<file path="src/rtl/hazard_ctrl.sv">
// Pipeline sequencing for the RV32I 5-stage core: boot hold, MEM freeze, redirect refill,
// load-use and fetch-wait stalls, plus wrap-around stall/flush counters.
module hazard_ctrl #(
  parameter int BOOT_CYCLES = 4,
  parameter int FETCH_LAT   = 1
) (
  input  logic        clk,
  input  logic        reset_n,
  input  logic [4:0]  id_rs1,
  input  logic [4:0]  id_rs2,
  input  logic        id_uses_rs1,
  input  logic        id_uses_rs2,
  input  logic [4:0]  ex_rd,
  input  logic        ex_mem_read,
  input  logic        ex_redirect,
  input  logic        imem_valid,
  input  logic        dmem_stall,
  output logic        pc_en,
  output logic        if_id_en,
  output logic        if_id_flush,
  output logic        id_ex_en,
  output logic        id_ex_flush,
  output logic [31:0] stall_count,
  output logic [31:0] flush_count
);

  typedef enum logic [1:0] {BOOT, RUN, REFILL} state_t;

  localparam logic [3:0] BOOT_INIT   = 4'(BOOT_CYCLES - 1);
  localparam logic [3:0] REFILL_INIT = (FETCH_LAT > 0) ? 4'(FETCH_LAT - 1) : 4'd0;

  state_t      state, state_nxt;
  logic [3:0]  cnt, cnt_nxt;
  logic [31:0] stall_q, flush_q;
  logic        stall_inc, flush_inc;
  logic        load_use;

  assign load_use = ex_mem_read && (ex_rd != 5'd0) &&
                    ((id_uses_rs1 && (id_rs1 == ex_rd)) || (id_uses_rs2 && (id_rs2 == ex_rd)));

  always_ff @(posedge clk) begin
    if (!reset_n) begin
      state   <= BOOT;
      cnt     <= BOOT_INIT;
      stall_q <= '0;
      flush_q <= '0;
    end else begin
      state <= state_nxt;
      cnt   <= cnt_nxt;
      if (stall_inc) stall_q <= stall_q + 32'd1;
      if (flush_inc) flush_q <= flush_q + 32'd1;
    end
  end

  always_comb begin
    state_nxt = state;
    cnt_nxt   = cnt;
    if (state == BOOT) begin
      if (cnt == 4'd0) state_nxt = RUN;
      else             cnt_nxt   = cnt - 4'd1;
    end else if (dmem_stall) begin
      // full freeze: a pending redirect is held upstream and retried
    end else if (ex_redirect) begin
      if (FETCH_LAT > 0) begin
        state_nxt = REFILL;
        cnt_nxt   = REFILL_INIT;
      end else begin
        state_nxt = RUN;
      end
    end else if (state == REFILL) begin
      if (cnt == 4'd0) state_nxt = RUN;
      else             cnt_nxt   = cnt - 4'd1;
    end
  end

  always_comb begin
    pc_en       = 1'b1;
    if_id_en    = 1'b1;
    if_id_flush = 1'b0;
    id_ex_en    = 1'b1;
    id_ex_flush = 1'b0;
    stall_inc   = 1'b0;
    flush_inc   = 1'b0;
    // BOOT values also show while reset is asserted, before the state register settles
    if (!reset_n || state == BOOT) begin
      pc_en       = 1'b0;
      if_id_en    = 1'b0;
      if_id_flush = 1'b1;
      id_ex_flush = 1'b1;
    end else if (dmem_stall) begin
      pc_en     = 1'b0;
      if_id_en  = 1'b0;
      id_ex_en  = 1'b0;
      stall_inc = 1'b1;
    end else if (ex_redirect) begin
      if_id_flush = 1'b1;
      id_ex_flush = 1'b1;
      flush_inc   = 1'b1;
    end else if (state == REFILL) begin
      if_id_flush = 1'b1;
    end else if (load_use) begin
      pc_en       = 1'b0;
      if_id_en    = 1'b0;
      id_ex_flush = 1'b1;
      stall_inc   = 1'b1;
    end else if (!imem_valid) begin
      pc_en       = 1'b0;
      if_id_flush = 1'b1;
      stall_inc   = 1'b1;
    end
  end

  assign stall_count = stall_q;
  assign flush_count = flush_q;

endmodule

</file>
<file path="config.mk">
export PLATFORM = sky130hd
export DESIGN_NAME = hazard_ctrl
export DESIGN_NICKNAME = d
export VERILOG_FILES = /design/src/rtl/hazard_ctrl.sv
export SDC_FILE = /design/constraint.sdc
export NUM_CORES = 1
export LEC_CHECK = 0
export ABC_CLOCK_PERIOD_IN_PS = 2820
export CAP_MARGIN = 15
export CORE_ASPECT_RATIO = 1.75
export CORE_MARGIN = 5
export CORE_UTILIZATION = 49
export CTS_CLUSTER_DIAMETER = 120
export CTS_CLUSTER_SIZE = 12
export DETAILED_ROUTE_END_ITERATION = 10
export GPL_TIMING_DRIVEN = 0
export HOLD_SLACK_MARGIN = 0.15
export PLACE_DENSITY = 0.8
export SETUP_SLACK_MARGIN = 0.2
export SLEW_MARGIN = 5
export SYNTH_ARGS = -nofsm -noshare
export SYNTH_HDL_FRONTEND = slang
export SYNTH_SLANG_ARGS = --single-unit
</file>
<file path="constraint.sdc">
create_clock -name clk -period 2.82 [get_ports clk]
set_input_delay 0.564 -clock clk [delete_from_list [all_inputs] [get_ports clk]]
set_output_delay 0.564 -clock clk [all_outputs]
set_load 0.01 [all_outputs]
</file>
==> flow_metrics.py <==
metrics = {
    "yosys": {
        "synth_edf_count": 0,
        "synth-xor-area-share_pct": 10.6,
        "synth_nets": 439,
        "synthArstFlopShare_pct": 0,
        "synth_area_leaders": "dfxtp_1 (39%), xor2_1 (5.4%), xnor2_1 (4.7%)",
        "ys_types": 55,
        "synth-main-ff-cell": "dfxtp_1",
        "ys_ff_latch": 70,
        "synth-compound-area-share_pct": 15.2,
        "syn-mean-instance-area_sq_um": 8.60,
        "synth_fa_ha_area_share_pct": 1.06,
        "ys_seq_area_share_pct": 39.4,
        "syn_area_sq_um": 3550,
        "synthMuxAreaShare_pct": 0.845,
        "synth_top_area_share_pct": 39.4,
        "synth_area_leader_cell": "dfxtp_1",
        "yosysWarnings": 0,
        "synth_cells": 413,
        "synthSimpleGateAreaFrac_pct": 29.5,
        "synth_top_family_by_area": "simple AND/OR/NAND/NOR gates",
    },
    "worst_setup_path": {
        "critPathSlowestCell": "or4_4",
        "slowest_delay_ns": 0.43,
        "required_ns": 2.26,
        "crit_buf_inv": 2,
        "worstPathArrival_ns": 2.05,
        "path_cells": "clkdlybuf4s15_2 -> or4_4 -> o21a_4 -> and2_4 -> nand2b_4 -> a211oi_2 -> buf_2",
        "critical_path_class": "in -> out",
        "r2r_cells": 7,
        "end_kind": "output pin",
        "r2r_start": "stall_count[0]",
        "critPathTopFamily": "simple AND/OR/NAND/NOR gates",
        "critPathLaunchType": "primary input",
        "rrSetupSlack_ns": 0.76,
        "reg2reg_to": "stall_count[17]",
        "cp_max_fo": 4,
    },
    "sta": {
        "setup-violations-final": 0,
        "slew_headroom_pct": 59.5,
        "slew_violations": 0,
        "fin_skew_ns": 0.00585,
        "fin_crit_ns": 2.62,
        "final.period_utilization_pct": 92.7,
        "finalHoldViolCount": 0,
        "worst_pin_slew_ns": 0.608,
        "fmax_mhz": 382,
        "rsz0062_at_grt": "yes",
    },
    "clock_tree": {
        "cts-htree-levels": 3,
        "clock-sinks": 70,
        "cts_buffer_depth": 2,
        "insertion_delay_ns": 0.34,
        "root_buffer": "clkbuf_16",
        "cts_tree": "done",
        "clkTransAtPathRegs_ns": 0.05,
        "numCtsBuffers": 9,
    },
    "power_and_ir_drop": {
        "leakagePower_uw": 0.00167,
        "p_total_uw": 2300,
        "peakVddDrop_uv": 380,
        "p_per_area_nw_per_um2": 472,
    },
    "job": {
        "maxCapViolations": 0,
    },
    "placed_design": {
        "dp_hpwl_microns": 6900,
        "io_buffers": 90,
        "place_area_sq_um": 4560,
        "gp_congestion": 0.796,
    },
    "outcome": {
        "status": "complete, no violations",
    },
    "route": {
        "vias": 3395,
        "first_pass_iters": 7,
        "routed_wl_microns": 9210,
        "wl_per_cell_microns": 15.1,
        "drtAntennaViolNets": 0,
        "vias_per_cell": 5.58,
        "drc": 0,
        "drtIter0Drc": 152,
    },
    "finish": {
        "mostFrequentLayoutCell": "clkdlybuf4s50_1",
        "fin_nets": 543,
        "final_cell_mix": "clkdlybuf4s50_1 (75), dfxtp_1 (70), nor2_1 (39)",
        "final_layout_size_suffix_gt1_share_pct": 14.6,
        "diodes": 0,
        "fin_area_sq_um": 4860,
        "area_delta_synth_final_pct": 36.9,
    },
    "min_path": {
        "min_from": "cnt[2]",
        "hold_end": "cnt[2]",
        "hold_path_class": "reg -> reg",
        "hold_depth": 2,
    },
    "floorplanning": {
        "dieArea_sq_um": 9120,
        "rows": 41,
        "io_pins": 92,
        "die_height_microns": 123,
        "die_x_microns": 74.4,
        "coreArea_sq_um": 7130,
        "start_util_pct": 49.8,
    },
    "grt": {
        "overflow": 0,
        "grt_start_max_net_pins": 13,
        "track_usage_pct": 21.3,
        "grt_pass1_wl_microns": 15300,
        "grt_antenna_before_repair": 0,
        "grt_pass1_vias": 3362,
    },
}
-- Yosys cell counts (7+ instances only) --
| master | n |
|---|---|
| dfxtp_1 | 70 |
| or3_1 | 16 |
| xnor2_1 | 19 |
| and3_1 | 7 |
| o21ai_0 | 18 |
| nand3_1 | 23 |
| nor2_1 | 39 |
| nor3_1 | 7 |
| nand4_1 | 16 |
| xor2_1 | 22 |
| a21oi_1 | 29 |
| clkbuf_1 | 9 |
| inv_1 | 9 |
| nand2_1 | 38 |
| and2_1 | 7 |
-- through the flow --
stage | std cells | TNS [ns] | utilization, % | hold WS [ns] | worst slack (ns)
2_1_floorplan | 413 | 0 | - | 0.457 | 0.248
3_3_place_gp | 589 | -2.60 | 64.0 | 0.465 | -0.787
3_5_place_dp | 589 | -2.78 | 64.0 | 0.482 | -0.817
4_1_cts | 607 | 0 | 68.0 | 0.491 | 0.188
5_1_grt | 608 | 0 | 68.2 | 0.522 | 0.160
6_report | 608 | 0 | 68.2 | 0.496 | 0.205
-- worst reg2reg max path: cells and delay by family, from the launching register on --
kind                   cells  cell delay [ns]
AOI/OAI and AO/OA          2             0.32
and+or+nand+nor            3             0.76
DFF                        1             0.39
buffers and inverters      2             0.53
-- logic make-up (layout without fill, tap and decap cells) --
logic type / count (synthesis) / in the layout
mux: 3 / 3
simple gates: 189 / 189
xor+xnor: 42 / 42
fa+ha+maj: 3 / 3
buf+inv: 24 / 133
flops: 70 / 70
compound gates: 82 / 82
-- worst max-delay path by stage --
stage | depth (start not counted) | to | startpoint | slack (ns)
after floorplan | 5 | pc_en | ex_rd[1] | 0.25
after global placement | 7 | pc_en | ex_rd[1] | -0.79
after detailed placement | 7 | pc_en | ex_rd[1] | -0.82
after CTS | 7 | pc_en | ex_rd[4] | 0.19
after global routing | 7 | pc_en | ex_rd[4] | 0.16
final | 7 | pc_en | ex_rd[4] | 0.20
-- flip-flops by register name, summed over array words and instances, names as in the netlist --
signal and cells:
stall_count 32, cnt 4, state 2, flush_count 32
-- area by class of cell --
| class | instances | area (sq um) |
|---|---|---|
| multi-input cells | 319 | 2070 |
| flip-flops and latches | 70 | 1400 |
| repair buffers | 93 | 893 |
| clock buffers | 10 | 239 |
| plain buffers | 15 | 85.1 |
| clock inverters | 6 | 37.5 |
| inverters | 9 | 33.8 |
| fillers | 586 | 2270 |
| well taps | 86 | 108 |
-- repair_timing --
action,CTS,global route
hold buffers,0,0
buffers inserted,2,1
gates resized for setup,52,2
endpoints found under the setup margin,4,10
pin swaps,12,3
-- routing by layer --
metal	wire length, microns	vias up	track usage [%]
li1	-	1682	-
met5	0	-	0
met1	3690	1598	23.1
met4	155	0	8.24
met3	659	12	7.21
met2	4700	103	37.2
-- report_power, final --
part           switching (uW)  leakage, uW  internal [uW]
clock network             426     0.000142            615
logic                     119     0.000963            103
registers                20.9     0.000564           1010
Note: power is estimated with default switching activity, not from simulation.
